### src/rtl/fifo16_pkg.sv
// ---------------------------------------------------------------------------
// fifo16_pkg
// Shared definitions for the 16-entry distributed-RAM FIFO controllers
// (read side and write side).
//   FIFO16_DEPTH   RAM depth in entries
//   FIFO16_PTR_W   pointer width, bit 4 is the wrap bit
//   FIFO16_ADDR_W  RAM address width
//   FIFO16_HALF    threshold at which half_full asserts
//   fifo16_ptr_t   5-bit wrap pointer / occupancy
//   fifo16_level_t 5-bit total level, 0..17
//   fifo16_rd_state_t  read-side output stage state
// ---------------------------------------------------------------------------
package fifo16_pkg;

   localparam int unsigned FIFO16_DEPTH  = 16;
   localparam int unsigned FIFO16_PTR_W  = 5;
   localparam int unsigned FIFO16_ADDR_W = 4;
   localparam int unsigned FIFO16_HALF   = FIFO16_DEPTH / 2;

   typedef logic [FIFO16_PTR_W-1:0] fifo16_ptr_t;
   typedef logic [4:0]              fifo16_level_t;

   // Output register is either holding a valid head entry or not.
   typedef enum logic {
      RD_EMPTY   = 1'b0,
      RD_PRESENT = 1'b1
   } fifo16_rd_state_t;

endpackage

### src/rtl/fifo16_rd_port_if.sv
// ---------------------------------------------------------------------------
// fifo16_rd_port_if
// Consumer-side handshake of the FIFO read controller.
//   read          one-cycle strobe, consumes data_out
//   data_out      registered head entry
//   data_present  data_out holds a valid entry
//   level         entries held (RAM plus output register), 0..17
//   half_full     level >= 8
// Modports: slave = FIFO read controller, master = consumer.
// ---------------------------------------------------------------------------
interface fifo16_rd_port_if
   import fifo16_pkg::*;
#(
   parameter int unsigned DATA_W = 8
);

   logic              read;
   logic [DATA_W-1:0] data_out;
   logic              data_present;
   fifo16_level_t     level;
   logic              half_full;

   modport slave (
      input  read,
      output data_out,
      output data_present,
      output level,
      output half_full
   );

   modport master (
      output read,
      input  data_out,
      input  data_present,
      input  level,
      input  half_full
   );

endinterface

### src/rtl/fifo16_occ.sv
// ---------------------------------------------------------------------------
// fifo16_occ
// Combinational occupancy of the 16-entry RAM from the two wrap pointers.
// Shared by the read and write controllers.
//   wr_ptr  in   writer committed-write pointer
//   rd_ptr  in   reader pointer
//   occ     out  (wr_ptr - rd_ptr) mod 32, legal range 0..16
//   empty   out  occ == 0
//   full    out  occ == 16
// ---------------------------------------------------------------------------
module fifo16_occ
   import fifo16_pkg::*;
(
   input  fifo16_ptr_t wr_ptr,
   input  fifo16_ptr_t rd_ptr,
   output fifo16_ptr_t occ,
   output logic        empty,
   output logic        full
);

   always_comb begin
      occ   = wr_ptr - rd_ptr;
      empty = (occ == '0);
      full  = (occ == fifo16_ptr_t'(FIFO16_DEPTH));
   end

endmodule

### src/rtl/fifo16_rd_port.sv
// ---------------------------------------------------------------------------
// fifo16_rd_port
// Read-side controller for a 16-entry RAM16X1D_1 FIFO. Owns the read
// pointer, drives the RAM read address and prefetches the head entry into
// a registered output stage presented to the consumer.
//   clk      in   single clock (also the RAM WCLK)
//   reset    in   synchronous, active-high
//   wr_ptr   in   writer committed-write pointer
//   rd_ptr   out  read pointer, returned to the writer for full
//   rd_addr  out  rd_ptr[3:0], DPRA of every RAM slice
//   ram_dpo  in   concatenated DPO outputs (combinational read of rd_addr)
//   cons     consumer handshake (read/data_out/data_present/level/half_full)
//   underflow out sticky read-while-empty flag, only when
//            FIFO16_RD_UNDERFLOW_FLAG_EN is defined
// ---------------------------------------------------------------------------
module fifo16_rd_port
   import fifo16_pkg::*;
#(
   parameter int unsigned DATA_W = 8
)(
   input  logic                     clk,
   input  logic                     reset,
   input  fifo16_ptr_t              wr_ptr,
   output fifo16_ptr_t              rd_ptr,
   output logic [FIFO16_ADDR_W-1:0] rd_addr,
   input  logic [DATA_W-1:0]        ram_dpo,
   fifo16_rd_port_if.slave          cons
`ifdef FIFO16_RD_UNDERFLOW_FLAG_EN
   ,
   output logic                     underflow
`endif
);

   fifo16_rd_state_t  state_q, state_d;
   fifo16_ptr_t       rd_ptr_q, rd_ptr_d;
   logic [DATA_W-1:0] data_out_q, data_out_d;
   fifo16_ptr_t       occ;
   logic              occ_empty;
   logic              occ_full;
   logic              load;

   fifo16_occ u_occ (
      .wr_ptr (wr_ptr),
      .rd_ptr (rd_ptr_q),
      .occ    (occ),
      .empty  (occ_empty),
      .full   (occ_full)
   );

   // Output stage: a load refills the register whenever RAM has data and
   // the register is free or being consumed this cycle.
   always_comb begin
      state_d    = state_q;
      rd_ptr_d   = rd_ptr_q;
      data_out_d = data_out_q;
      load       = 1'b0;
      unique case (state_q)
         RD_EMPTY: begin
            if (!occ_empty) begin
               load    = 1'b1;
               state_d = RD_PRESENT;
            end
         end
         RD_PRESENT: begin
            if (cons.read) begin
               if (!occ_empty) begin
                  load = 1'b1;
               end else begin
                  state_d = RD_EMPTY;
               end
            end
         end
      endcase
      if (load) begin
         data_out_d = ram_dpo;
         rd_ptr_d   = rd_ptr_q + fifo16_ptr_t'(1);
      end
   end

   always_ff @(posedge clk) begin
      if (reset) begin
         state_q    <= RD_EMPTY;
         rd_ptr_q   <= '0;
         data_out_q <= '0;
      end else begin
         state_q    <= state_d;
         rd_ptr_q   <= rd_ptr_d;
         data_out_q <= data_out_d;
      end
   end

   // The writer never lets occupancy exceed the RAM depth, so any
   // occupancy with the wrap-distance bit set must be exactly full.
   always_ff @(posedge clk) begin
      if (!reset) begin
         assert (!occ[4] || occ_full);
      end
   end

`ifdef FIFO16_RD_UNDERFLOW_FLAG_EN
   logic underflow_q, underflow_d;

   always_comb begin
      underflow_d = underflow_q | (cons.read && (state_q == RD_EMPTY));
   end

   always_ff @(posedge clk) begin
      if (reset) begin
         underflow_q <= 1'b0;
      end else begin
         underflow_q <= underflow_d;
      end
   end

   always_comb begin
      underflow = underflow_q;
   end
`endif

   always_comb begin
      rd_ptr            = rd_ptr_q;
      rd_addr           = rd_ptr_q[FIFO16_ADDR_W-1:0];
      cons.data_out     = data_out_q;
      cons.data_present = (state_q == RD_PRESENT);
      cons.level        = fifo16_level_t'(occ)
                        + fifo16_level_t'(state_q == RD_PRESENT);
      cons.half_full    = (cons.level >= fifo16_level_t'(FIFO16_HALF));
   end

endmodule

### src/flat_wrapper.sv
// flat-port wrapper written by rule: the top's interface ports become plain ports
module fifo16_rd_port_flat import fifo16_pkg::*;
#(
   parameter int unsigned DATA_W = 8
)
  (clk, reset, wr_ptr, rd_ptr, rd_addr, ram_dpo, cons_read, cons_data_out, cons_data_present, cons_level, cons_half_full);
  fifo16_rd_port_if #(.DATA_W(DATA_W)) cons_i ();
  input  logic clk;
  input  logic reset;
  input  fifo16_ptr_t wr_ptr;
  output fifo16_ptr_t rd_ptr;
  output logic [FIFO16_ADDR_W-1:0] rd_addr;
  input  logic [DATA_W-1:0] ram_dpo;
  input wire logic [$bits(cons_i.read)-1:0] cons_read;
  output wire logic [$bits(cons_i.data_out)-1:0] cons_data_out;
  output wire logic [$bits(cons_i.data_present)-1:0] cons_data_present;
  output wire logic [$bits(cons_i.level)-1:0] cons_level;
  output wire logic [$bits(cons_i.half_full)-1:0] cons_half_full;
  assign cons_i.read = cons_read;
  assign cons_data_out = cons_i.data_out;
  assign cons_data_present = cons_i.data_present;
  assign cons_level = cons_i.level;
  assign cons_half_full = cons_i.half_full;
  fifo16_rd_port #(.DATA_W(DATA_W)) u_core (.clk(clk), .reset(reset), .wr_ptr(wr_ptr), .rd_ptr(rd_ptr), .rd_addr(rd_addr), .ram_dpo(ram_dpo), .cons(cons_i));
endmodule
### config.mk
export PLATFORM = sky130hd
export DESIGN_NAME = fifo16_rd_port_flat
export DESIGN_NICKNAME = d
export VERILOG_FILES = /design/src/rtl/fifo16_pkg.sv /design/src/rtl/fifo16_rd_port_if.sv /design/src/rtl/fifo16_occ.sv /design/src/rtl/fifo16_rd_port.sv /design/src/flat_wrapper.sv
export SDC_FILE = /design/constraint.sdc
export NUM_CORES = 1
export LEC_CHECK = 0
export ABC_CLOCK_PERIOD_IN_PS = 4600
export CELL_PAD_IN_SITES_DETAIL_PLACEMENT = 1
export CELL_PAD_IN_SITES_GLOBAL_PLACEMENT = 1
export CORE_MARGIN = 2
export CORE_UTILIZATION = 29
export CTS_CLUSTER_SIZE = 10
export DETAILED_ROUTE_END_ITERATION = 8
export HOLD_SLACK_MARGIN = 0.02
export PLACE_DENSITY_LB_ADDON = 0.1
export SETUP_SLACK_MARGIN = 0.4
export SLEW_MARGIN = 25
export SYNTH_ARGS = -nofsm -noshare
export SYNTH_HDL_FRONTEND = slang
export SYNTH_SLANG_ARGS = --single-unit
export TNS_END_PERCENT = 1
### constraint.sdc
create_clock -name clk -period 4.6 [get_ports clk]
set_input_delay 1.38 -clock clk [delete_from_list [all_inputs] [get_ports clk]]
set_output_delay 1.38 -clock clk [all_outputs]
set_load 0.02 [all_outputs]
== After elaboration in Yosys (flattened, before gate mapping) ==
Index checks and enable logic that the tools add are counted.
Storage, ports and cells
  bits in registers: 14
  latch bits: 0
  memory bits (writable): 0
  ROM bits: 0
  word-level logic and storage cells: 14
  memories kept: 0
Operators by class
  add/subtract/negate cells: 3
  $mul: 0
  div/mod/pow operators: 0
  $lt $le $gt $ge: 1
  eq/ne operators: 0
  shifts and indexed selects: 0
  multiplexer cells: 5
  bitwise logic cells: 1
  reduce and logical (&&, ||, !) cells: 1
Operator list (number)
  $add A5 B1 Y5: 1
  $add A5 B1 Y5 const B: 1
  $ge A5 B4 Y1 const B: 1
  $logic_not A5 Y1: 1
  $sub A5 B5 Y5: 1
  $pmux W1 S2: 2
  $mux W1: 3
  $not A1 Y1: 1

== Depth between registers and ports, before layout ==
  depth in word-level cells: 5
  depth in mapped cells: 10
  gate-level depth less buffers: 9

== By module ==
A second synthesis with hierarchy kept.
Unflattened totals
  cells, all modules: 105
  area, all modules: 883.3 sq um
Modules (own cells, without submodules)
  fifo16_rd_port: instances 1, cells an instance 77, area an instance 666.9 sq um, seq. area each 280.3 sq um
  fifo16_occ: instances 1, cells an instance 28, area an instance 216.5 sq um, seq. area each 0.0 sq um

== Least setup slack after synthesis ==
No wires, ideal clock.
  kind: input to output
  start: input wr_ptr[0]
  end: output cons_half_full
  arrival time: 3.222 ns
  data required time: 3.220 ns
  slack: -0.002 ns
  stages: 9
  buffers on the path: 0
  path through: inv_1 -> ha_1 -> inv_1 -> fa_1 -> ha_1 -> nand2_1 -> nor3_1 -> xor2_1 -> or2_2
Between the ends
  cells in the longest elaborated chain, start to end: 3
Ends and longest elaborated chain
  start: declaration: RTL line flat_wrapper.sv:10  | input fifo16_ptr_t wr_ptr;
  $sub A5 B5 Y5: RTL line fifo16_occ.sv:22  | occ = wr_ptr - rd_ptr;
  $add A5 B1 Y5: RTL line fifo16_rd_port.sv:126  | + fifo16_level_t'(state_q == RD_PRESENT);
  via cons_level[4]: RTL line flat_wrapper.sv:17  | output wire logic [$bits(cons_i.level)-1:0] cons_level;
  $ge A5 B4 Y1: RTL line fifo16_rd_port.sv:127  | cons.half_full = (cons.level >= fifo16_level_t'(FIFO16_HALF));
  end: declaration: RTL line flat_wrapper.sv:18  | output wire logic [$bits(cons_i.half_full)-1:0] cons_half_full;
The timed path passes the listed nets, and every way through them passes these cells.

== Final worst setup path ==
  start: input wr_ptr[0]
  end: output cons_half_full
Between the ends
  cells in the longest elaborated chain, start to end: 3
Ends and longest elaborated chain (RTL line)
  $sub A5 B5 Y5: fifo16_occ.sv:22
  $add A5 B1 Y5: fifo16_rd_port.sv:126
  $ge A5 B4 Y1: fifo16_rd_port.sv:127
Every way passes these cells.

==> impl.org <==
** Timing
- Slew HR :: 50.22%
- After layout, the worst setup slack is 0.1365 ns.
- The final count of hold timing violations is 0.
- Actual slew at the worst max-slew pin :: 0.7452 ns
- Worst Hold Margin :: 0.4794 ns
- Clock tree skew after final layout :: 0.001005 ns
- The worst path uses 97.03% of the clock period.
- Setup violations remaining at the end of the flow were counted as 0.
- Timing would allow up to 0.2240 GHz.
- For the final routed database, the setup TNS stands at 0 ns.
- Number of slew-limit violations in the final report :: 0
- The routed design could run at a clock period as short as 4.464 ns.
- Setup repair after global routing missed its margin :: yes

** Yosys
- By instance count, the leading cell after synthesis is sky130_fd_sc_hd__a21oi_1.
- Unique masters post-synth :: 28
- Number of enable-type register cells in the synthesized netlist :: 0
- When the netlist entered floorplanning its net count stood at 128.
- For this run, the number of Yosys warnings is 0.
- Flop and latch count out of synthesis :: 14
- Of all cell types, the one taking the most synthesized area is sky130_fd_sc_hd__dfxtp_1.
- Mean post-synth cell area :: 8.458 µm²
- Async SR Flop Fraction :: 0%
- Synthesized area :: 879.6 µm²
- By area the synthesized netlist is led by sky130_fd_sc_hd__dfxtp_1 32%, sky130_fd_sc_hd__ha_1 10%, sky130_fd_sc_hd__a21oi_1 9.1%.
- The share of synthesized area in the top cell type comes to 31.86%.
- Among all flip-flop cells after synthesis, the most frequent one is sky130_fd_sc_hd__dfxtp_1.
- After technology mapping, the gate count stands at 104.
- After synthesis, flip-flops and latches occupy 31.86% of the total area.
- In the synthesized netlist, the cells that appear most often are 16 x sky130_fd_sc_hd__a21oi_1, 14 x sky130_fd_sc_hd__dfxtp_1, 11 x sky130_fd_sc_hd__o21ai_0, 10 x sky130_fd_sc_hd__nand3b_1, 7 x sky130_fd_sc_hd__ha_1.

** Global route
- Antenna violations before repair :: 0
- The first global-routing pass estimated 4340 µm of wire.
- In the global route stage, met1 resource usage came out at 19.95%.
- Largest net degree at the start of global routing :: 27
- Met3 track utilization from global routing :: 1.965%
- Number of global-route vias before repair :: 969
- GR Overflow Total :: 0
- Global Route Usage Sum :: 16.55%
- GR peak layer :: met2
- Global routing consumed, on the met2 layer, 28.57% of the routing resources.

** Cells and area
- In the final layout, the share of cells above drive strength 1 is 30.46%.
- The net count of the finished layout is 177.
- Post-route standard cell area excluding fillers :: 1511 µm²
- Number of filler cells placed in the layout :: 329
- Compared with the post-synthesis result, the final layout area differs by 71.83%.
- # diodes :: 0
- The finished layout holds 182 standard cells, fillers aside.
- Utilization after layout :: 53.43%

** Hold path
- Type of the most critical hold path :: flop to flop
- Counting instances, the worst hold path has a depth of 2.

** Setup path
- Kind of launch point of the worst setup path :: primary input
- Kind of capture point of the worst setup path :: primary output
- The critical path is of the primary input to primary output type.
- Setup slack on the worst reg-to-reg path comes out at 1.95 ns.
- Source of the worst register-to-register timing path :: u_core.rd_ptr[0]
- Critical path's largest stage delay :: 0.55 ns
- Capturing element of the worst setup path :: cons_half_full
- Grouping stages by cell kind, the critical path spends the most delay in adder cells.
- STA puts the critical path data required time at 3.22 ns.
- For the worst flop-to-flop path, the logic depth is 10.
- In this run the critical register-to-register path is captured at u_core.rd_ptr[0].
- Library cell contributing the largest single delay on the critical path :: sky130_fd_sc_hd__fa_2
- Of all nets on the critical path, the largest fanout is 2.
- CP cell instances :: buf_6, inv_4, ha_4, inv_2, fa_2, ha_4, nand2_2, nor3_4, xor2_2, or2_4, buf_6
- In this run the worst setup path begins at wr_ptr[0].
- The critical path contains buffers and inverters numbering 4 combined.
- Cell depth of the worst setup path :: 11
- Data arrival time of the worst path :: 3.08 ns

** Clock network
- Buffer levels on the longest clock path :: 2
- Library cell used as clock root buffer :: sky130_fd_sc_hd__clkbuf_4
- Post-CTS clock slew at the launch and capture registers of the worst setup and hold paths :: 0.08 ns
- CTS tree :: yes
- In this run the number of H-tree levels came out at 1.
- Total CTS buffers :: 3
- Count of clock tree sinks :: 14
- Clock insertion delay at the later pin of the skew report :: 0.29 ns
- After clock tree synthesis, the flow added hold-fix buffers numbering 0.

** Power
- Total Power Consumption :: 0.4291 mW
- Cell area power density :: 283.9 nW/µm²
- VDD sags by at most 0.0001603 V.
- Leakage power total :: 0.5849 nW

** Drt
- In the routed design, unresolved DRC markers number 0.
- The final layout contains routed wiring with a total length of 2611 µm.
- Once detail routing completed, the nets flagged for antenna violations numbered 0.
- Across all layers, the routed design uses 928 vias.
- Using the TritonRoute via totals, the vias-per-cell ratio works out to 5.099.
- Dividing the detail-routed wire length by the instance count gives 14.35 µm.
- DR pass1 iterations :: 4
- Detailed Route Iter0 Violations :: 16

** Die
- Row Count :: 19
- Boundary pin count :: 40
- Placeable core region :: 2829 µm²
- The die is 59.08 µm tall.
- Floorplan die width :: 59.08 µm
- Die area :: 3490 µm²
- Initial standard-cell utilization of the core :: 31.09%

** Placed design
- Count of buffers from port buffering :: 39
- Detailed-placement wirelength estimate :: 1853 µm
- Global placer's final weighted congestion :: 0.8232
- Cell count after placement :: 174
- OpenSTA, run right after detailed placement, puts the worst setup slack at -0.7118 ns.
- The placed instances occupy a cell area of 1350 µm².

** Run
- Reported max-cap violation count :: 0

** Status
- Status :: finished clean
[power by group]
group          switching [mW]  internal, mW  total, mW
Clock                  0.0413        0.0305     0.0718
Sequential            0.00911         0.130      0.139
Combinational           0.104         0.114      0.218
Total                   0.154         0.275      0.429
[worst reg2reg max path, delay by kind of cell, from the launching register on]
family / cells / cell delay [ns]
compound gates: 1 / 0.39
fa+ha+maj: 2 / 0.55
mux: 1 / 0.29
buf+inv: 3 / 0.31
xor+xnor: 1 / 0.22
flops: 1 / 0.51
simple gates: 2 / 0.29
[how the worst min path moves through the flow]
stage	slack, ns	endpoint	from
global placement	0.46	u_core.cons.data_out[1]	u_core.cons.data_out[1]
CTS	0.49	u_core.cons.data_out[1]	u_core.cons.data_out[1]
floorplan	0.55	u_core.cons.data_out[6]	u_core.cons.data_out[6]
detailed placement	0.47	u_core.cons.data_out[1]	u_core.cons.data_out[1]
finish	0.48	u_core.cons.data_out[1]	u_core.cons.data_out[1]
global route	0.51	u_core.cons.data_out[6]	u_core.cons.data_out[6]
[cell families after synthesis]
kind of cell,Yosys count,share of synthesized area [%]
compound gates,30,19.35
xor+xnor,5,4.978
fa+ha+maj,8,12.23
buf+inv,15,8.107
flops,14,31.86
mux,1,1.280
simple gates,31,22.19
[flip-flops by register name, summed over array words and instances, names as in the netlist]
name / flops
u_core.cons.data_out: 8
u_core.cons.data_present: 1
u_core.rd_ptr: 5
[layout make-up]
cell class              instances  area, µm²  area share (%)
flip-flops and latches         14      280.3           18.54
clock buffers                   3      22.52           1.490
multi-input cells              75      651.9           43.13
inverters                       6      25.02           1.656
well taps                      31      38.79           2.566
repair buffers                 53      493.0           32.62
[timing repair]
action | in CTS | in global routing
pin swaps | 9 | 3
setup buffers | 3 | 2
endpoints found under the setup margin | 6 | 5
gates resized for setup | 40 | 5
gates cloned | 0 | 0
[layer usage]
| metal | wire [µm] | vias up | part of all wire (%) |
|---|---|---|---|
| met3 | 95 | 5 | 3.6 |
| met1 | 1105 | 446 | 42 |
| li1 | - | 457 | - |
| met4 | 59 | 0 | 2.3 |
| met5 | 0 | - | 0 |
| met2 | 1350 | 20 | 52 |
[layout by cell type, fill, tap and decap left out, drive strengths merged]
| cell | instances |
|---|---|
| nand2 | 2 |
| nand2b | 1 |
| nand3 | 3 |
| inv | 6 |
| nand4 | 1 |
| o221a | 1 |
| o31ai | 1 |
| and3b | 1 |
| nand3b | 10 |
| fa | 1 |
| or4 | 1 |
| a21boi | 1 |
| a21oi | 16 |
| dlygate4sd2 | 3 |
| nor2b | 2 |
| dlymetal6s2s | 1 |
| xnor2 | 1 |
| clkdlybuf4s50 | 30 |
| clkdlybuf4s15 | 2 |
| ha | 7 |
| dfxtp | 14 |
| or3 | 2 |
| xor2 | 4 |
| or2 | 1 |
| mux2 | 1 |
| clkbuf | 3 |
| nor3 | 2 |
| and3 | 1 |
| buf | 17 |
| o21ai | 11 |
| nor2 | 4 |
Note: power is estimated with default switching activity, not from simulation.
==> variant: new RTL, same settings <==
`FIFO16_ADDR_W`: 4 -> 5.
--- a/src/rtl/fifo16_pkg.sv
+++ b/src/rtl/fifo16_pkg.sv
@@ -14,7 +14,7 @@
 
    localparam int unsigned FIFO16_DEPTH  = 16;
    localparam int unsigned FIFO16_PTR_W  = 5;
-   localparam int unsigned FIFO16_ADDR_W = 4;
+   localparam int unsigned FIFO16_ADDR_W = 5;
    localparam int unsigned FIFO16_HALF   = FIFO16_DEPTH / 2;
 
    typedef logic [FIFO16_PTR_W-1:0] fifo16_ptr_t;
Ports: changed (resized rd_addr); port bits go from 40 to 41. No check against the original RTL was run, so the function may have changed too.
==> variant against the original RTL <==
Global-route usage down 1.3 points; total power down 3.6%; maximum frequency about the same; setup slack better by 1.9 ps; synthesized area up 0.85%; design area down 0.91%; count of clock-buffer cells in the layout unchanged; critical path depth unchanged; sequential cell count unchanged; routed wire length down 3.0%; critical path type unchanged; largest cell class unchanged; largest power group unchanged.
==> variant: results (changes against the original RTL) <==
\begin{tabular}{lr}
\hline
Metric & Value \\
\hline
\multicolumn{2}{l}{\textbf{Run status}} \\
Status & complete, no violations \\
\multicolumn{2}{l}{\textbf{Synthesis}} \\
Post-synthesis share of cell area spent on full adders, half adders and majority gates & 12.1\% (-0.10 points) \\
Share of cell area taken by muxes after synthesis & 1.27\% (-0.011 points) \\
Area share of xor/xnor cells in the synthesized design & 4.94\% (-0.042 points) \\
\multicolumn{2}{l}{\textbf{STA}} \\
Post-route worst setup slack & 138 ps (+1.92 ps) \\
Relative max-transition margin & 49.8\% (-0.45 points) \\
\multicolumn{2}{l}{\textbf{Cells and area}} \\
Number of sequential storage elements & 14 (unchanged) \\
Clock Network Area Fraction & 1.50\% (+0.014 points) \\
Share of cells above drive strength 1 & 26.8\% (-3.6 points) \\
NumNets Final & 175 (-1.1\%) \\
Fraction of cell area in non-clock buffers & 32.0\% (-0.62 points) \\
\multicolumn{2}{l}{\textbf{Global route}} \\
Via count of the first global-routing pass & 956 (-1.3\%) \\
Met3 GRT Util & 2.18\% (+0.22 points) \\
Met1 Resource Use GR & 18.0\% (-2.0 points) \\
M2 GR Usage & 27.5\% (-1.1 points) \\
\multicolumn{2}{l}{\textbf{Worst hold path}} \\
End point of the worst hold path & u\_core.cons.data\_out[7] \\
Hold\_sp & u\_core.cons.data\_out[7] \\
\multicolumn{2}{l}{\textbf{Route}} \\
Routed wl met2 & 1320 um (-2.4\%) \\
Number of DRC violations after detailed-routing iteration 0 & 14 (-2) \\
Met3 routed wirelength & 117 um (+23\%) \\
Sum of routed wire length over all layers & 2530 um (-3.0\%) \\
Routed metal-1 wire length & 1080 um (-2.7\%) \\
\multicolumn{2}{l}{\textbf{Power}} \\
Switching power total & 145 uW (-5.6\%) \\
Part of the power in the clock network & 16.1\% (-0.6 points) \\
Worst ir drop on vdd & 0.141 mV (-12\%) \\
\multicolumn{2}{l}{\textbf{Placed design}} \\
GP Congestion & 0.795 (-3.4\%) \\
Placement Setup Slack & -727 ps (-15.1 ps) \\
Count of buffers from port buffering & 40 (+2.6\%) \\
\multicolumn{2}{l}{\textbf{CTS}} \\
Buffers inserted by post-CTS timing repair & 2 (-1) \\
\multicolumn{2}{l}{\textbf{Critical path}} \\
Critical R2R Capture & u\_core.rd\_addr[3] \\
Worst reg2reg setup slack & 2070 ps (+120 ps) \\
\hline
\end{tabular}
[variant: cell count changes in the layout (fill, tap and decap cells not counted)]
cell and delta:
sky130_fd_sc_hd__buf_4 -3, sky130_fd_sc_hd__a21oi_1 +1, sky130_fd_sc_hd__a21oi_4 -1, sky130_fd_sc_hd__clkdlybuf4s15_1 +1, sky130_fd_sc_hd__clkdlybuf4s15_2 -1, sky130_fd_sc_hd__clkdlybuf4s50_1 +1, sky130_fd_sc_hd__nor2_1 +1, sky130_fd_sc_hd__nor2_2 -1
sky130_fd_sc_hd__xor2_2 -1, sky130_fd_sc_hd__xor2_4 +1
[variant: per-stage QoR]
stage | power [mW] | instance area, sq um | setup TNS [ps]
2_1_floorplan | 0.244 | 910 | 0
3_3_place_gp | 0.330 | 1360 | -2420
3_5_place_dp | 0.335 | 1360 | -2650
4_1_cts | 0.412 | 1460 | 0
5_1_grt | 0.442 | 1500 | 0
6_report | 0.414 | 1500 | 0
